[config.mk]
export PLATFORM = sky130hd
export DESIGN_NAME = mem_arbiter
export DESIGN_NICKNAME = d
export VERILOG_FILES = /design/src/rtl/mem_arbiter_pkg.sv /design/src/rtl/mem_arbiter_line_serdes.sv /design/src/rtl/mem_arbiter.sv
export SDC_FILE = /design/constraint.sdc
export NUM_CORES = 2
export LEC_CHECK = 0
export BUFFER_PORTS_ARGS = -buffer_cell sky130_fd_sc_hd__buf_2
export CAP_MARGIN = 15
export CELL_PAD_IN_SITES_DETAIL_PLACEMENT = 0
export CELL_PAD_IN_SITES_GLOBAL_PLACEMENT = 1
export CORE_AREA = 2 2 385 387
export DETAILED_ROUTE_END_ITERATION = 10
export DIE_AREA = 0 0 387 389
export PLACE_DENSITY_LB_ADDON = 0.25
export SYNTH_ARGS = -nofsm -noshare
export SYNTH_HDL_FRONTEND = slang
export SYNTH_SLANG_ARGS = --single-unit
[constraint.sdc]
create_clock -name clk -period 7.78 [get_ports clk]
set_input_delay 1.945 -clock clk [delete_from_list [all_inputs] [get_ports clk]]
set_output_delay 1.945 -clock clk [all_outputs]
set_load 0.01 [all_outputs]
[src/rtl/mem_arbiter_pkg.sv]
// -----------------------------------------------------------------------------
// arb_types: shared types and constants for the memory arbiter.
//   arb_state_t : arbiter FSM states
//   grant_t     : which cache side owns (or last owned) the pmem port
//   LINE_BITS / BEAT_BITS / BEATS : line geometry
//   line_align() : clears the byte-in-line offset of an address
// -----------------------------------------------------------------------------
package arb_types;

  localparam int LINE_BITS = 256;
  localparam int BEAT_BITS = 64;
  localparam int BEATS     = LINE_BITS / BEAT_BITS;

  typedef enum logic [2:0] {
    IDLE = 3'd0,
    I_RD = 3'd1,
    D_RD = 3'd2,
    D_WR = 3'd3,
    RESP = 3'd4
  } arb_state_t;

  typedef enum logic {
    GRANT_I = 1'b0,
    GRANT_D = 1'b1
  } grant_t;

  // A line is 32 bytes, so the low 5 address bits select a byte within it.
  function automatic logic [31:0] line_align(input logic [31:0] addr);
    return {addr[31:5], 5'b00000};
  endfunction

endpackage

[src/rtl/mem_arbiter_line_serdes.sv]
// -----------------------------------------------------------------------------
// line_serdes: one 256-bit line buffer plus a 2-bit beat counter, shared by all
// bursts (only one is ever in flight).
//   clk, rst    : clock, synchronous active-low reset
//   load_i      : load line_i and restart at beat 0
//   line_i      : line to load (writeback data, or zero for reads)
//   step_i      : a beat completed this cycle; advance the counter
//   capture_i   : together with step_i, store beat_i into the current slot
//   beat_i      : incoming read beat
//   beat_o      : current beat of the buffered line (outgoing write data)
//   merged_o    : buffered line with beat_i placed in the current slot
//   last_o      : step_i on the final beat
// -----------------------------------------------------------------------------
module line_serdes
  import arb_types::*;
(
  input  logic                 clk,
  input  logic                 rst,
  input  logic                 load_i,
  input  logic [LINE_BITS-1:0] line_i,
  input  logic                 step_i,
  input  logic                 capture_i,
  input  logic [BEAT_BITS-1:0] beat_i,
  output logic [BEAT_BITS-1:0] beat_o,
  output logic [LINE_BITS-1:0] merged_o,
  output logic                 last_o
);

  logic [LINE_BITS-1:0] line_q, line_d;
  logic [1:0]           cnt_q, cnt_d;

  // Beat select and read-beat merge; merged_o lets the top capture a finished
  // line in the same edge as its final beat.
  always_comb begin
    beat_o   = line_q[cnt_q * BEAT_BITS +: BEAT_BITS];
    merged_o = line_q;
    merged_o[cnt_q * BEAT_BITS +: BEAT_BITS] = beat_i;
    last_o   = step_i && (cnt_q == 2'd3);
  end

  // Next line contents and beat position.
  always_comb begin
    line_d = line_q;
    cnt_d  = cnt_q;
    if (load_i) begin
      line_d = line_i;
      cnt_d  = 2'd0;
    end else if (step_i) begin
      if (capture_i) begin
        line_d = merged_o;
      end else begin
        line_d = line_q;
      end
      cnt_d = cnt_q + 2'd1;
    end else begin
      line_d = line_q;
      cnt_d  = cnt_q;
    end
  end

  // Line buffer and counter registers.
  always_ff @(posedge clk) begin
    if (!rst) begin
      line_q <= '0;
      cnt_q  <= 2'd0;
    end else begin
      line_q <= line_d;
      cnt_q  <= cnt_d;
    end
  end

endmodule

[src/rtl/mem_arbiter.sv]
// -----------------------------------------------------------------------------
// mem_arbiter: shares one burst pmem port between the I-cache (line reads) and
// the D-cache (line reads and writebacks). Lines are moved as four 64-bit beats.
//   clk, rst                      : clock, synchronous active-low reset
//   i_read, i_address             : I-side read request / byte address
//   i_rdata, i_resp               : I-side assembled line / 1-cycle completion
//   d_read, d_write, d_address    : D-side request (both high = write) / address
//   d_wdata                       : D-side writeback line, sampled at grant
//   d_rdata, d_resp               : D-side assembled line / 1-cycle completion
//   pmem_read, pmem_write         : burst request strobes
//   pmem_address                  : line-aligned burst address
//   pmem_wdata / pmem_rdata       : outgoing / incoming beat
//   pmem_resp                     : one beat accepted/returned this cycle
// -----------------------------------------------------------------------------
module mem_arbiter
  import arb_types::*;
(
  input  logic                 clk,
  input  logic                 rst,
  input  logic                 i_read,
  input  logic [31:0]          i_address,
  output logic [LINE_BITS-1:0] i_rdata,
  output logic                 i_resp,
  input  logic                 d_read,
  input  logic                 d_write,
  input  logic [31:0]          d_address,
  input  logic [LINE_BITS-1:0] d_wdata,
  output logic [LINE_BITS-1:0] d_rdata,
  output logic                 d_resp,
  output logic                 pmem_read,
  output logic                 pmem_write,
  output logic [31:0]          pmem_address,
  output logic [BEAT_BITS-1:0] pmem_wdata,
  input  logic [BEAT_BITS-1:0] pmem_rdata,
  input  logic                 pmem_resp
);

  arb_state_t           state_q, state_d;
  grant_t               last_grant_q, last_grant_d;
  logic                 mask_q, mask_d;
  logic                 i_resp_q, i_resp_d;
  logic                 d_resp_q, d_resp_d;
  logic                 pmem_read_q, pmem_read_d;
  logic                 pmem_write_q, pmem_write_d;
  logic [31:0]          pmem_address_q, pmem_address_d;
  logic [LINE_BITS-1:0] i_rdata_q, i_rdata_d;
  logic [LINE_BITS-1:0] d_rdata_q, d_rdata_d;

  logic                 i_elig_s, d_elig_s;
  logic                 grant_i_s, grant_d_s, grant_s;
  logic                 burst_s, rd_burst_s, step_s, last_s;
  logic [LINE_BITS-1:0] load_line_s, merged_s;
  logic [BEAT_BITS-1:0] beat_s;

  line_serdes u_serdes (
    .clk       (clk),
    .rst       (rst),
    .load_i    (grant_s),
    .line_i    (load_line_s),
    .step_i    (step_s),
    .capture_i (rd_burst_s),
    .beat_i    (pmem_rdata),
    .beat_o    (beat_s),
    .merged_o  (merged_s),
    .last_o    (last_s)
  );

  // Arbitration. mask_q marks the first IDLE cycle after RESP; the side just
  // served (always last_grant_q) may still be holding its request then.
  always_comb begin
    i_elig_s   = i_read && !(mask_q && (last_grant_q == GRANT_I));
    d_elig_s   = (d_read || d_write) && !(mask_q && (last_grant_q == GRANT_D));
    grant_i_s  = 1'b0;
    grant_d_s  = 1'b0;
    if (state_q == IDLE) begin
      grant_i_s = i_elig_s && (!d_elig_s || (last_grant_q == GRANT_D));
      grant_d_s = d_elig_s && !grant_i_s;
    end else begin
      grant_i_s = 1'b0;
      grant_d_s = 1'b0;
    end
    grant_s     = grant_i_s || grant_d_s;
    load_line_s = (grant_d_s && d_write) ? d_wdata : '0;
    burst_s     = (state_q == I_RD) || (state_q == D_RD) || (state_q == D_WR);
    rd_burst_s  = (state_q == I_RD) || (state_q == D_RD);
    step_s      = burst_s && pmem_resp;
  end

  // FSM state register.
  always_ff @(posedge clk) begin
    if (!rst) begin
      state_q      <= IDLE;
      last_grant_q <= GRANT_D;
      mask_q       <= 1'b0;
    end else begin
      state_q      <= state_d;
      last_grant_q <= last_grant_d;
      mask_q       <= mask_d;
    end
  end

  // FSM next state.
  always_comb begin
    state_d      = state_q;
    last_grant_d = last_grant_q;
    mask_d       = (state_q == RESP);
    case (state_q)
      IDLE: begin
        if (grant_i_s) begin
          state_d      = I_RD;
          last_grant_d = GRANT_I;
        end else if (grant_d_s) begin
          // d_read together with d_write is treated as a writeback.
          state_d      = d_write ? D_WR : D_RD;
          last_grant_d = GRANT_D;
        end else begin
          state_d = IDLE;
        end
      end
      I_RD, D_RD, D_WR: begin
        if (last_s) begin
          state_d = RESP;
        end else begin
          state_d = state_q;
        end
      end
      RESP:    state_d = IDLE;
      default: state_d = IDLE;
    endcase
  end

  // Next values of the registered outputs.
  always_comb begin
    pmem_read_d    = (state_d == I_RD) || (state_d == D_RD);
    pmem_write_d   = (state_d == D_WR);
    i_resp_d       = (state_q == I_RD) && last_s;
    d_resp_d       = ((state_q == D_RD) || (state_q == D_WR)) && last_s;
    pmem_address_d = pmem_address_q;
    i_rdata_d      = i_rdata_q;
    d_rdata_d      = d_rdata_q;
    if (grant_i_s) begin
      pmem_address_d = line_align(i_address);
    end else if (grant_d_s) begin
      pmem_address_d = line_align(d_address);
    end else begin
      pmem_address_d = pmem_address_q;
    end
    if ((state_q == I_RD) && last_s) begin
      i_rdata_d = merged_s;
    end else if ((state_q == D_RD) && last_s) begin
      d_rdata_d = merged_s;
    end else begin
      i_rdata_d = i_rdata_q;
      d_rdata_d = d_rdata_q;
    end
  end

  // Output registers.
  always_ff @(posedge clk) begin
    if (!rst) begin
      i_resp_q       <= 1'b0;
      d_resp_q       <= 1'b0;
      pmem_read_q    <= 1'b0;
      pmem_write_q   <= 1'b0;
      pmem_address_q <= 32'h0000_0000;
      i_rdata_q      <= '0;
      d_rdata_q      <= '0;
    end else begin
      i_resp_q       <= i_resp_d;
      d_resp_q       <= d_resp_d;
      pmem_read_q    <= pmem_read_d;
      pmem_write_q   <= pmem_write_d;
      pmem_address_q <= pmem_address_d;
      i_rdata_q      <= i_rdata_d;
      d_rdata_q      <= d_rdata_d;
    end
  end

  assign i_resp       = i_resp_q;
  assign d_resp       = d_resp_q;
  assign pmem_read    = pmem_read_q;
  assign pmem_write   = pmem_write_q;
  assign pmem_address = pmem_address_q;
  assign i_rdata      = i_rdata_q;
  assign d_rdata      = d_rdata_q;
  // Write data is only presented during a write burst.
  assign pmem_wdata   = pmem_write_q ? beat_s : 64'h0;

endmodule

### Word level (Yosys, flattened, before mapping)

Index checks and enable logic that the tools add are counted.

| storage, ports and cells | value |
|---|---|
| bits of input ports | 390 |
| output and inout port bits | 612 |
| logic and storage cells | 77 |
| register bits after elaboration | 806 |

| operators by class | value |
|---|---|
| equality and inequality tests | 8 |
| reductions and logical operators | 32 |
| bitwise gates (word level) | 3 |
| shift operators | 3 |
| add/sub/neg operators | 2 |
| muxes and demuxes | 17 |

Operator list:

| kind | count |
|---|---|
| 256-bit two-way mux | 4 |
| 256-bit bitwise mux | 1 |
| 64-bit by 34-bit variable shift with 256-bit output, first input constant | 1 |
| 256-bit by 9-bit variable part select with 64-bit output | 1 |
| 64-bit by 34-bit variable part select with 256-bit output | 1 |
| 32-bit two-way mux | 2 |
| 64-bit two-way mux | 1 |
| 8-bit negation with 34-bit output | 1 |
| 3-bit by 2-bit == test with 1-bit output, second input constant | 4 |
| 1-bit logical AND | 12 |
| 1-bit logical OR | 7 |
| 3-bit by 1-bit == test with 1-bit output, second input constant | 2 |
| 3-bit one-hot mux with 2 select lines | 1 |
| 2-bit AND reduction | 3 |
| 2-bit nonzero test | 3 |
| 1-bit two-way mux | 5 |
| 1-bit logical NOT | 4 |
| 2-bit two-way mux | 2 |
| 3-bit == test, second input constant | 1 |
| 3-bit logical NOT | 1 |
| 3-bit two-way mux | 1 |
| 1-bit NOT | 3 |
| 3-bit OR reduction | 1 |
| 2-bit by 1-bit adder with 2-bit output, second input constant | 1 |
| 2 further kinds | 2 |

### Logic depth before layout (Yosys ltp)

| logic depth | value |
|---|---|
| depth after elaboration | 14 |
| depth in mapped cells | 11 |
| mapped depth without buffers | 6 |

### Modules after synthesis

Synthesis repeated with hierarchy kept, for this count alone.

| second synthesis, totals | value |
|---|---|
| cells, all modules | 4,803 |
| area, all modules | 38,959.9 sq um |

Modules (own cells, without submodules):

| module | sequential area each (sq um) | times used | area each (sq um) | cells an instance |
|---|---|---|---|---|
| mem_arbiter | 10,970.5 | 1 | 22,610.4 | 2,778 |
| line_serdes | 5,165.0 | 1 | 16,349.4 | 2,025 |

### Worst setup path before layout

OpenSTA, ideal clock, no wires.

| timing path | value |
|---|---|
| path kind | register to output |
| start point | register u_serdes.cnt_q[0] |
| end point | output pmem_wdata[25] |
| data required time | 5.835 ns |
| slack | 4.090 ns |
| stages on the path, launching flop included | 6 |
| arrival | 1.745 ns |
| cells stage by stage | dfxtp_1 -> buf_2 -> buf_2 -> buf_2 -> mux4_2 -> and2_1 |

| between the ends | value |
|---|---|
| longest elaborated chain between the ends | 2 |

Ends and longest elaborated chain:

| element | RTL line | source |
|---|---|---|
| start: declaration | mem_arbiter_line_serdes.sv:30 | `logic [1:0] cnt_q, cnt_d;` |
| start signal: assignment | mem_arbiter_line_serdes.sv:68 | `cnt_q <= cnt_d;` |
| 256-bit by 9-bit variable part select with 64-bit output | mem_arbiter_line_serdes.sv:35 | `beat_o = line_q[cnt_q * BEAT_BITS +: BEAT_BITS];` |
| 64-bit two-way mux | mem_arbiter.sv:187 | `assign pmem_wdata = pmem_write_q ? beat_s : 64'h0;` |
| end: declaration | mem_arbiter.sv:33 | `output logic [BEAT_BITS-1:0] pmem_wdata,` |

No other way between the ends.

### Final worst setup path

| timing path | value |
|---|---|
| start point | register u_serdes.cnt_q[0] |
| end point | output pmem_wdata[15] |

The elaborated chain is that of the path after synthesis.

==> flow_metrics.env <==
export IMPL_vias=33900
export IMPL_met2WireLength_um=82050
export IMPL_tightestPinTransition_ns=1.285
export IMPL_switching_share=0.3030
export IMPL_hpwl_um=117600
export IMPL_drt_pass1_iter_count=5
export IMPL_postLayoutCellArea_um2=45440
export IMPL_ff_latch_area_um2=16150
export IMPL_hp_start="i_rdata[71]$_SDFFE_PN0P_"
export IMPL_synth_async_reset_ratio=0
export IMPL_drtIter0Drc=2269
export IMPL_placed_cell_area_um2=42150
export IMPL_netlist_instances=3850
export IMPL_synth_top_area_share=0.4485
export IMPL_synth_edf_count=0
export IMPL_min_period_ns=4.851
export IMPL_wl_met3_um=13570
export IMPL_rows=141
export IMPL_hold_viol_final=0
export IMPL_synth_simple_area_share=0.1652
export IMPL_wire_per_inst_um=26.46
export IMPL_crit_path_start="u_serdes.cnt_q[0]$_SDFFE_PP0P_"
export IMPL_worst_setup_path_type="reg2out"
export IMPL_start_util=0.2454
export IMPL_crit_fanout=20
export IMPL_p_total_mw=11.32
export IMPL_arrival_ns=2.91
export IMPL_yosysUniqueCellTypes=41
export IMPL_layout_drive_gt1_share=0.2867
export IMPL_finalClockSkew_ns=0.02821
export IMPL_rr_startpoint="u_serdes.cnt_q[0]$_SDFFE_PP0P_"
export IMPL_synth_compound_area_frac=0.2896
export IMPL_ant_nets=0
export IMPL_die_height_um=389
export IMPL_synth_mux_area_fraction=0.04035
export IMPL_core_area_um2=146600
export IMPL_synthFlopType="dfxtp_1"
export IMPL_area_growth_pct=26.30
export IMPL_hold_buffers=0
export IMPL_crit_path_end_kind="output pin"
export IMPL_routed_top_layer="met5"
export IMPL_fmax_mhz=206.1
export IMPL_cts_sinks=806
export IMPL_p_sw_mw=3.430
export IMPL_synth_largest_area_cell="dfxtp_1"
export IMPL_place_gp_congestion=0.8479
export IMPL_grt_max_degree=167
export IMPL_fin_crit_sh=0.6235
export IMPL_antenna_found_initial=43
export IMPL_maxSlewViolCount=0
export IMPL_p_seq_frac=0.405
export IMPL_synthMostInstantiatedCell="dfxtp_1"
export IMPL_n_fill_cell=15640
export IMPL_pin_count=1002
export IMPL_pwr_share_clk=0.414
export IMPL_setup_worst_path_start_class="flop"
export IMPL_htree_levels=3
export IMPL_grt_pass1_wl_um=249100
export IMPL_post_cts_buffers=0
export IMPL_yosys_top_cells_count="dfxtp_1, nor2_1, a211oi_1"
export IMPL_synth_top_family_by_area="compound AO/OA/AOI/OAI gates"
export IMPL_clk_latency_ns=0.72
export IMPL_cp_required_ns=5.84
export IMPL_wl_um=174000
export IMPL_cts_tree="built"
export IMPL_synthAdderAreaFrac=0.001739
export IMPL_cts_root_buf="clkbuf_16"
export IMPL_p_per_area_nw_per_um2=249.1
export IMPL_portBuffers=986
export IMPL_overflow=0
export IMPL_status="complete, no violations"
export IMPL_vdd_ir_drop_max_mv=0.1504
export IMPL_ys_ff_latch=806
export IMPL_synth_avg_cell_area_um2=9.344
export IMPL_cap_violations=0
export IMPL_fin_tns_setup_ns=0
export IMPL_grt_usage=0.2209
export IMPL_die_w_um=387
export IMPL_grt_pass1_vias=33310
export IMPL_die_area_um2=150500
export IMPL_cts_buffer_depth=3
export IMPL_power_frac_comb=0.181
export IMPL_relSlewSlack=0.1430
export IMPL_multi_input_area_um2=18050
export IMPL_clkTransAtPathRegs_ns=0.06
export IMPL_synth_xor_area_share=0.0004869
export IMPL_cts_made_buffers=98
export IMPL_holdCritPathClass="reg2reg"
export IMPL_fin_nets=4943
export IMPL_synth_area_top_cells="dfxtp_1, a211oi_1, o221a_1, and2_1, nor2_1"
export IMPL_wl_met1_um=73820
export IMPL_intPower_mw=7.890
export IMPL_fin_util=0.3099
export IMPL_viasPerCell=5.154
export IMPL_rsz0062_at_grt="no"
export IMPL_p_leak_nw=18.13
export IMPL_netlist_area_um2=35970
export IMPL_cts_resized=0
export IMPL_ys_warn_count=0
export IMPL_yosysSeqAreaShare=0.4485
export IMPL_setup_viol=0
export IMPL_drc=0
[per-layer routing]
metal	global-route usage	up-vias
met5	0	-
met4	0.07223	20
met3	0.06393	226
met2	0.3598	1234
met1	0.2793	16800
li1	-	15610
[kinds of logic after synthesis]
group	Yosys count
other	1
adder cells (fa/ha/maj)	5
flip-flops	806
buffers and inverters	447
multiplexers	65
XOR/XNOR	2
AND/OR/NAND/NOR	1174
AO/OA/AOI/OAI	1350
[final timing paths]
check                                                  to  slack [ns]  cells after the start
worst min register to register   i_rdata[71]$_SDFFE_PN0P_        0.49                      2
worst max-delay path                       pmem_wdata[15]        2.93                      4
worst min-delay path             i_rdata[71]$_SDFFE_PN0P_        0.49                      2
worst max register to register  d_rdata[211]$_SDFFE_PN0P_        3.77                      7
[registers in the layout, summed over array words and instances (netlist names)]
register         flops
d_rdata            256
i_rdata            256
u_serdes.line_q    256
pmem_address        27
state_q              3
u_serdes.cnt_q       2
d_resp               1
i_resp               1
last_grant_q         1
mask_q               1
pmem_read            1
pmem_write           1
[area by class of cell]
class                           count  area share
Inverter                            3   0.0004131
Timing Repair Buffer             1038      0.1215
Antenna cell                       18   0.0009913
Clock buffer                      151     0.06523
Multi-Input combinational cell   2601      0.3972
Sequential cell                   806      0.3554
Clock inverter                     29    0.006086
Tap cell                         1930     0.05315
[placed cells by master (no fill, tap or decap), types with 3 or more instances in the layout]
cell / instances
clkbuf_1: 24
a22oi_1: 256
buf_12: 15
o21ai_0: 3
clkinv_8: 3
clkinv_2: 17
inv_6: 5
dfxtp_4: 3
dfxtp_1: 803
clkbuf_8: 27
a311oi_1: 27
o221a_2: 46
buf_2: 985
and3_1: 3
buf_4: 37
o221a_1: 210
and4b_4: 3
nor2_1: 516
nor3_1: 4
diode_2: 18
clkbuf_16: 100
nor2b_1: 258
a211oi_1: 512
mux4_2: 64
ha_4: 4
bufinv_16: 3
and2_1: 323
a21oi_1: 285
conb_1: 5
nand2_1: 55
[critical path: stages, from the launching register on]
cell and delay (ns):
dfxtp_4 0.60, buf_4 0.54, mux4_2 0.58, and2_1 0.25, buf_2 0.17
[stage by stage]
stage / instances / hold slack [ns] / worst slack, ns
after floorplan: 3854 / 0.4992 / 4.090
after global placement: 6378 / 0.4820 / 3.368
after detailed placement: 6378 / 0.4876 / 3.347
after CTS: 6558 / 0.4952 / 2.793
after global routing: 6571 / 0.5102 / 2.798
final: 6576 / 0.4920 / 2.929
[power by group through the flow]
stage | Sequential (mW) | Clock (mW) | Combinational [mW]
final | 4.59 | 4.69 | 2.05
after global routing | 4.61 | 4.95 | 2.20
after CTS | 4.58 | 4.80 | 2.05
after detailed placement | 4.67 | 0 | 2.04
after global placement | 4.66 | 0 | 2.03
after floorplan | 4.58 | 0 | 1.35
Power figures use the tool's default switching activity.
